## src/rtl/adi_tala_tracker.sv

```systemverilog
// Adi tala tracker: detects onsets in the generator's beat-action stream, locks onto
// the 8-beat laghu/drutam/drutam pattern and reports position, sama, period and errors.
module adi_tala_tracker #(
  parameter int CYC_W   = 8,
  parameter int PER_W   = 16,
  parameter int TIMEOUT = 1024,
  parameter int ERR_W   = 8
) (
  input  logic             clk,
  input  logic             rst_n,
  input  logic [1:0]       beat_code,
  output logic             beat_pulse,
  output logic [2:0]       beat_idx,
  output logic [1:0]       anga,
  output logic             sama,
  output logic             locked,
  output logic [CYC_W-1:0] cycle_count,
  output logic [PER_W-1:0] beat_period,
  output logic             err_pulse,
  output logic [ERR_W-1:0] err_count
);

  typedef enum logic [1:0] {HUNT = 2'd0, ALIGN = 2'd1, LOCKED = 2'd2} state_t;

  localparam logic [PER_W-1:0] GAP_MAX = '1;
  localparam logic [PER_W-1:0] TO_LAST = PER_W'(TIMEOUT - 1);
  localparam logic [ERR_W-1:0] ERR_MAX = '1;

  state_t           state, state_nxt;
  logic [2:0]       pos, pos_nxt;
  logic [1:0]       code_q;
  logic [PER_W-1:0] gap;
  logic             first_onset;
  logic             onset, match, timeout;
  logic [2:0]       exp_idx;
  logic             do_lock, do_adv, do_err;

  // Expected action per beat: clap on 0/4/6, finger count on 1-3, wave on 5/7.
  function automatic logic [1:0] pat(input logic [2:0] i);
    case (i)
      3'd0, 3'd4, 3'd6: pat = 2'b01;
      3'd5, 3'd7:       pat = 2'b11;
      default:          pat = 2'b10;
    endcase
  endfunction

  function automatic logic [1:0] anga_of(input logic [2:0] i);
    anga_of = {i[2] & i[1], i[2] & ~i[1]};
  endfunction

  always_comb begin
    onset   = (beat_code != 2'b00) && (code_q == 2'b00);
    exp_idx = ((state == LOCKED) ? beat_idx : pos) + 3'd1;
    match   = (beat_code == pat(exp_idx));
    // An onset clears the gap counter, so it always beats a coincident timeout.
    timeout = !onset && (state != HUNT) && (gap == TO_LAST);
  end

  always_ff @(posedge clk or negedge rst_n) begin
    if (!rst_n) begin
      state <= HUNT;
      pos   <= 3'd0;
    end else begin
      state <= state_nxt;
      pos   <= pos_nxt;
    end
  end

  always_comb begin
    state_nxt = state;
    pos_nxt   = pos;
    do_lock   = 1'b0;
    do_adv    = 1'b0;
    do_err    = 1'b0;
    case (state)
      HUNT: begin
        if (onset && beat_code == 2'b01) begin
          state_nxt = ALIGN;
          pos_nxt   = 3'd0;
        end
      end
      ALIGN: begin
        if (onset) begin
          if (match) begin
            if (pos == 3'd7) begin
              state_nxt = LOCKED;
              do_lock   = 1'b1;
            end else begin
              pos_nxt = pos + 3'd1;
            end
          end else if (beat_code == 2'b01) begin
            pos_nxt = 3'd0;
          end else begin
            state_nxt = HUNT;
          end
        end else if (timeout) begin
          state_nxt = HUNT;
        end
      end
      LOCKED: begin
        if (onset) begin
          if (match) begin
            do_adv = 1'b1;
          end else begin
            do_err    = 1'b1;
            state_nxt = HUNT;
          end
        end else if (timeout) begin
          do_err    = 1'b1;
          state_nxt = HUNT;
        end
      end
      default: state_nxt = HUNT;
    endcase
  end

  always_comb begin
    locked = (state == LOCKED);
  end

  always_ff @(posedge clk or negedge rst_n) begin
    if (!rst_n) begin
      code_q      <= 2'b00;
      gap         <= '0;
      first_onset <= 1'b1;
      beat_pulse  <= 1'b0;
      sama        <= 1'b0;
      err_pulse   <= 1'b0;
      beat_idx    <= 3'd0;
      anga        <= 2'b00;
      cycle_count <= '0;
      beat_period <= '0;
      err_count   <= '0;
    end else begin
      code_q     <= beat_code;
      beat_pulse <= onset;
      sama       <= do_lock | (do_adv & (beat_idx == 3'd7));
      err_pulse  <= do_err;

      if (onset) begin
        gap         <= '0;
        first_onset <= 1'b0;
        if (!first_onset)
          beat_period <= (gap == GAP_MAX) ? GAP_MAX : gap + PER_W'(1);
      end else if (gap != GAP_MAX) begin
        gap <= gap + PER_W'(1);
      end

      if (do_lock) begin
        beat_idx    <= 3'd0;
        anga        <= 2'b00;
        cycle_count <= cycle_count + CYC_W'(1);
      end else if (do_adv) begin
        beat_idx <= beat_idx + 3'd1;
        anga     <= anga_of(beat_idx + 3'd1);
        if (beat_idx == 3'd7)
          cycle_count <= cycle_count + CYC_W'(1);
      end

      if (do_err && err_count != ERR_MAX)
        err_count <= err_count + ERR_W'(1);
    end
  end

endmodule

```

## config.mk

```make
export PLATFORM = sky130hd
export DESIGN_NAME = adi_tala_tracker
export DESIGN_NICKNAME = d
export VERILOG_FILES = /design/src/rtl/adi_tala_tracker.sv
export SDC_FILE = /design/constraint.sdc
export NUM_CORES = 1
export LEC_CHECK = 0
export ABC_CLOCK_PERIOD_IN_PS = 3400
export CORE_ASPECT_RATIO = 1.2
export CORE_MARGIN = 5
export CORE_UTILIZATION = 40
export CTS_CLUSTER_DIAMETER = 40
export CTS_CLUSTER_SIZE = 30
export DETAILED_ROUTE_END_ITERATION = 8
export GPL_TIMING_DRIVEN = 0
export PLACE_DENSITY_LB_ADDON = 0.08
export SYNTH_ARGS = -nofsm -noshare
export SYNTH_HDL_FRONTEND = slang
export SYNTH_SLANG_ARGS = --single-unit
```

## constraint.sdc

```tcl
create_clock -name clk -period 3.4 [get_ports clk]
set_input_delay 0.68 -clock clk [delete_from_list [all_inputs] [get_ports clk]]
set_output_delay 0.68 -clock clk [all_outputs]
set_load 0.01 [all_outputs]
```

# ---- Word-level counts from Yosys, hierarchy flattened
# Cells that the tools add are included.
dict set report classes {
  order_cmp 0
  n_reduce_logical 21
  n_mux 38
  bitwise 6
  n_div 0
  shift 0
  eq_ne 21
  add_sub_neg 6
  mul 0
}
# operator count
set ops {}
lappend ops {{$mux W16} 3}
lappend ops {{$mux W3} 8}
lappend ops {{$mux W8} 3}
lappend ops {{$mux W2} 10}
lappend ops {{$eq A3 B3 Y1 const B} 6}
lappend ops {{$add A16 B1 Y16 const B} 1}
lappend ops {{$add A8 B1 Y8 const B} 2}
lappend ops {{$eq A16 B10 Y1 const B} 1}
lappend ops {{$eq A16 B16 Y1 const B} 1}
lappend ops {{$ne A16 B16 Y1 const B} 1}
lappend ops {{$reduce_bool A2 Y1} 6}
lappend ops {{$mux W1} 11}
lappend ops {{$add A3 B1 Y3 const B} 3}
lappend ops {{$ne A3 B3 Y1 const B} 3}
lappend ops {{$ne A4 B4 Y1 const B} 2}
lappend ops {{$ne A8 B8 Y1 const B} 1}
lappend ops {{$pmux W2 S3} 1}
lappend ops {{$pmux W3 S2} 1}
lappend ops {{$logic_and A1 B1 Y1} 5}
lappend ops {{$reduce_and A5 Y1} 1}
lappend ops {{$eq A2 B1 Y1 const B} 2}
lappend ops {{$logic_not A2 Y1} 2}
lappend ops {{$ne A2 B2 Y1 const B} 2}
lappend ops {{$pmux W2 S2} 1}
lappend ops {{other kinds (11)} 15}
dict set report word_totals {
  latch_bits 0
  mem_bits_ro 0
  inputBits 4
  ramBits 0
  regBits 64
  n_memories 0
  wordCells 105
}

# ---- Longest topological paths before layout
dict set report logic_depth {
  ltp_word 12
  ltp_mapped 8
}

# ---- Least setup slack after synthesis
# Ideal clock, no wire load.
dict set report synth_timing {
  kind {reg2reg}
  start {reg state[0]}
  end {reg pos[0]}
  path_slack_ns 1.031
  path_buffers 2
  setup_ns 0.125
  arrival_time_ns 2.244
  synth_period_minus_slack_ns 2.369
  path_stages_with_launch 9
  cell_sequence {dfrtp_1 buf_2 nor2b_1 buf_2 mux2i_1 mux2i_2 nor4b_1 o21ai_1 mux2_2}
}
dict set report synth_between {
  elab_chain_cells 10
  elab_cells_between_ends 23
  cone_classes {1 x add/sub; 11 x eq/ne; 5 x mux; 6 x reduce/logical}
}
# item line_no
set synth_lines {}
lappend synth_lines {{start, declared} 29} ;# state_t state, state_nxt;
lappend synth_lines {{start signal, assigned} 64} ;# state <= state_nxt;
lappend synth_lines {{$eq A2 B2 Y1 *} --}
lappend synth_lines {{net locked} 16} ;# output logic locked,
lappend synth_lines {{$mux W3 *} 53} ;# exp_idx = ((state == LOCKED) ? beat_idx : pos) + 3'd1;
lappend synth_lines {{$add A3 B1 Y3 *} 53}
lappend synth_lines {{$eq A3 B3 Y1 or $logic_not A3 Y1 (tied branches)} 40} ;# case (i)
lappend synth_lines {{$reduce_or A3 Y1 or $reduce_or A2 Y1 (tied branches)} 40}
lappend synth_lines {{$pmux W2 S2 *} 40}
lappend synth_lines {{$eq A2 B2 Y1 *} 54} ;# match = (beat_code == pat(exp_idx));
lappend synth_lines {{$mux W3} 84} ;# if (match) begin
lappend synth_lines {{$mux W3} 83} ;# if (onset) begin
lappend synth_lines {{$pmux W3 S2} 75} ;# case (state)
lappend synth_lines {{end signal, assigned} 65} ;# pos <= pos_nxt;
lappend synth_lines {{end, declared} 30} ;# logic [2:0] pos, pos_nxt;
# Mark *: on every way through the listed nets, which the timed path passes. The rest lies on a longest branch. The select of a mux whose other input is x is not followed.
# A chain may end at the register's enable or synchronous reset.

# ---- Worst setup path after layout
dict set report layout_timing {
  start {reg state[0]}
  end {reg pos[1]}
}
dict set report layout_between {
  elab_chain_cells 10
  elab_cells_between_ends 23
  cone_classes {1 x add/sub; 11 x eq/ne; 5 x mux; 6 x reduce/logical}
}
# item line_no
set layout_lines {}
lappend layout_lines {{$eq A2 B2 Y1} 53}
lappend layout_lines {{$mux W3} 53}
lappend layout_lines {{$add A3 B1 Y3} 53}
lappend layout_lines {{$eq A3 B3 Y1 or $logic_not A3 Y1 (tied branches)} 40}
lappend layout_lines {{$reduce_or A3 Y1 or $reduce_or A2 Y1 (tied branches)} 40}
lappend layout_lines {{$pmux W2 S2} 40}
lappend layout_lines {{$eq A2 B2 Y1} 54}
lappend layout_lines {{$mux W3} 84}
lappend layout_lines {{$mux W3} 83}
lappend layout_lines {{$pmux W3 S2} 75}
# Several ways; a longest one is shown, not always the timed one. The select of a mux whose other input is x is not followed.

==> flow_metrics.env <==
export IMPL_num_vias=2285
export IMPL_yosys_warnings=0
export IMPL_hold_path_class="in -> async"
export IMPL_slowest_stage="mux2i_2"
export IMPL_worst_slew_pin_slew_ps=805.0
export IMPL_critPathCaptureType="flop"
export IMPL_ir_drop_mv=0.2463
export IMPL_initial_core_util_pct=41.36
export IMPL_fin_area_um2=3741
export IMPL_ys_ff_latch=64
export IMPL_cp_required_ps=3620
export IMPL_antenna_found_initial=0
export IMPL_avgSynthCellArea_um2=10.16
export IMPL_synth_edf_count=0
export IMPL_seq_area_frac_synth_pct=52.96
export IMPL_slew_headroom_pct=46.33
export IMPL_design_core_area_um2=7317
export IMPL_hold_viol=0
export IMPL_routed_wl_um=6584
export IMPL_finalSetupViolCount=0
export IMPL_finalNonFillerCells=448
export IMPL_post_route_cells_drive_above_1_share_pct=10.06
export IMPL_clockBufferDepth=2
export IMPL_pwr_density_cell_nw_per_um2=440.4
export IMPL_synth_cells=298
export IMPL_grt_pass1_wl_um=11360
export IMPL_path_clk_slew_ps=70
export IMPL_die_w_um=89.41
export IMPL_maxSlewViolCount=0
export IMPL_outcome="finished, final reports clean"
export IMPL_place_congestion=0.7471
export IMPL_crit_chain="buf_2 -> nor2b_1 -> buf_2 -> mux2i_1 -> mux2i_2 -> nor4b_1 -> o21ai_1 -> mux2_2"
export IMPL_syn_area_um2=3027
export IMPL_rows=34
export IMPL_tritoncts="built"
export IMPL_first_pass_iters=4
export IMPL_overflow=0
export IMPL_crit_path_frequent_cell="buf_2"
export IMPL_grt_usage_pct=15.41
export IMPL_grt_pass1_vias=2320
export IMPL_cpPeakStageDelay_ps=570
export IMPL_wl_per_cell_um=14.70
export IMPL_diodes=0
export IMPL_dp_final_hpwl_um=4632
export IMPL_clk_latency_ps=340
export IMPL_post_cts_buffers=0
export IMPL_criticalPathCategory="reg -> reg"
export IMPL_drcViolationCount=0
export IMPL_nNetsFinal=364
export IMPL_cts_root_buf="clkbuf_8"
export IMPL_period_share_pct=78.49
export IMPL_drtIter0Drc=104
export IMPL_layout_min_cycle_time_ps=2669
export IMPL_nFillCells=676
export IMPL_routed_via_density=5.100
export IMPL_startpoint_type="flop"
export IMPL_htreeDepth=3
export IMPL_arrival_ps=2890
export IMPL_die_y_um=105.3
export IMPL_die_area_um2=9413
export IMPL_cp_top_family="multiplexers"
export IMPL_skew_ps=9.449
export IMPL_fmax_mhz=374.7
export IMPL_layout_setup_ws_ps=731.3
export IMPL_cts_resized=0
export IMPL_dp_worst_setup_slack_ps=513.4
export IMPL_io_buffer_count=44
export IMPL_crit_buf_inv=2
export IMPL_area_growth_pct=23.60
export IMPL_ios=45
export IMPL_synth_nets=309
export IMPL_setup_tns_ps=0
export IMPL_dp_cells=432
export IMPL_placed_cell_area_um2=3577
export IMPL_numCtsBuffers=9
export IMPL_p_leak_uw=0.001688
export IMPL_cp_max_fo=10
export IMPL_grt_max_degree=65
export IMPL_ctsHoldBuffers=0
export IMPL_antenna_left=0
export IMPL_fin_util_pct=51.13
export IMPL_synth_distinct_cells=45
export IMPL_maxCapViolCount=0
export IMPL_synthFlopType="dfrtp_1"
export IMPL_rsz0062_at_grt="false"
export IMPL_async_reset_ff_share_pct=100.0
export IMPL_cts_num_sinks=64
## cells in the mapped netlist (2+ instances only)
| cell type | count | area, µm² |
|---|---|---|
| xor2_1 | 10 | 87.58 |
| nand4_1 | 5 | 31.28 |
| nor2b_1 | 3 | 18.77 |
| nor3_1 | 2 | 10.01 |
| nand2b_1 | 3 | 18.77 |
| o21ai_0 | 21 | 105.1 |
| a21oi_1 | 3 | 15.01 |
| a22o_1 | 2 | 17.52 |
| dfrtp_1 | 63 | 1577 |
| o21a_1 | 4 | 30.03 |
| and3_1 | 7 | 43.79 |
| buf_2 | 2 | 10.01 |
| nor3_2 | 3 | 30.03 |
| nor2_1 | 45 | 168.9 |
| nand2_1 | 38 | 142.6 |
| nor3b_1 | 2 | 15.01 |
| or3_1 | 2 | 12.51 |
| and2_1 | 3 | 18.77 |
| or2_2 | 3 | 18.77 |
| clkbuf_1 | 4 | 15.01 |
| inv_1 | 2 | 7.510 |
| o21ai_1 | 2 | 10.01 |
| ha_1 | 7 | 87.58 |
| nand3_1 | 14 | 70.07 |
| a21o_1 | 2 | 15.01 |
| mux2i_1 | 7 | 70.07 |
| mux2_2 | 5 | 56.30 |
| xnor2_1 | 15 | 131.4 |
| a31oi_1 | 3 | 18.77 |
## per-stage QoR
| stage | hold slack [ps] | total power, µW |
|---|---|---|
| finish | 425.6 | 1648 |
| global route | 487.8 | 1754 |
| CTS | 459.0 | 1673 |
| detailed placement | 469.5 | 1108 |
| global placement | 464.0 | 1107 |
| floorplan | 384.4 | 997.1 |
## power by group
part	total (µW)	switching (µW)	leakage [µW]	internal [µW]
Clock	558	298	0.0000858	260
Combinational	227	120	0.000735	107
Sequential	862	45.2	0.000867	817
## path summary, 6_finish.rpt
check / startpoint / to / slack (ps) / depth (start not counted)
setup / recovery: state[0]$_DFFE_PN0P_ / pos[1]$_DFFE_PN0P_ / 730 / 8
hold / removal: rst_n / beat_idx[1]$_DFFE_PN0P_ / 430 / 1
setup reg to reg: state[0]$_DFFE_PN0P_ / pos[1]$_DFFE_PN0P_ / 730 / 8
hold reg to reg: cycle_count[7]$_DFFE_PN0P_ / cycle_count[7]$_DFFE_PN0P_ / 470 / 1
max in group asynchronous: rst_n / beat_period[7]$_DFFE_PN0P_ / 2440 / 1
min in group clk: cycle_count[7]$_DFFE_PN0P_ / cycle_count[7]$_DFFE_PN0P_ / 470 / 1
## area by class of cell
| class | count | area (µm²) | area share (%) |
|---|---|---|---|
| clock inverter | 6 | 36.28 | 0.9699 |
| buffer | 7 | 28.78 | 0.7692 |
| timing repair buffer | 44 | 437.9 | 11.71 |
| multi-input combinational | 224 | 1384 | 36.99 |
| clock buffer | 10 | 127.6 | 3.411 |
| inverter | 3 | 11.26 | 0.3010 |
| tap | 90 | 112.6 | 3.010 |
| sequential | 64 | 1603 | 42.84 |
## logic make-up (layout without fill, tap and decap cells)
family	Yosys count	count (layout)	synth area share, %
AND/OR/NAND/NOR	136	136	21.58
buffers and inverters	10	70	1.323
XOR/XNOR	25	25	7.234
AO/OA/AOI/OAI	42	42	9.012
multiplexers	14	14	5.002
flip-flops	64	64	52.96
adder cells (fa/ha/maj)	7	7	2.894
## per-layer routing
metal	up-vias	routed length [µm]	track usage, %
met4	0	86	5.000
met2	47	3244	24.60
li1	1130	-	-
met3	9	296	4.528
met5	-	0	0
met1	1099	2957	19.90
## state kept, by name (all words and copies together) (netlist names), 3 cells and up
register and flops:
beat_idx 3, beat_period 16, cycle_count 8, err_count 8, gap 16, pos 3
## worst reg2reg max path, stage by stage, from the launching register on
cell	delay, ps
dfrtp_1	350
buf_2	170
nor2b_1	110
buf_2	220
mux2i_1	350
mux2i_2	570
nor4b_1	110
o21ai_1	300
mux2_2	370
## layout by cell type (no fill, tap or decap), types with 4 or more instances in the layout
cell type and count:
mux2i_1 7, xor2_1 10, clkdlybuf4s50_1 43, o21ai_0 21, ha_1 7, clkinv_2 4, clkbuf_8 9, and3_1 7
nor2_1 45, dfrtp_1 63, nand3_1 14, xnor2_1 15, nand2_1 38, mux2_2 5, nand4_1 5, clkbuf_1 5
o21a_1 4
(Power assumes the default switching activity.)
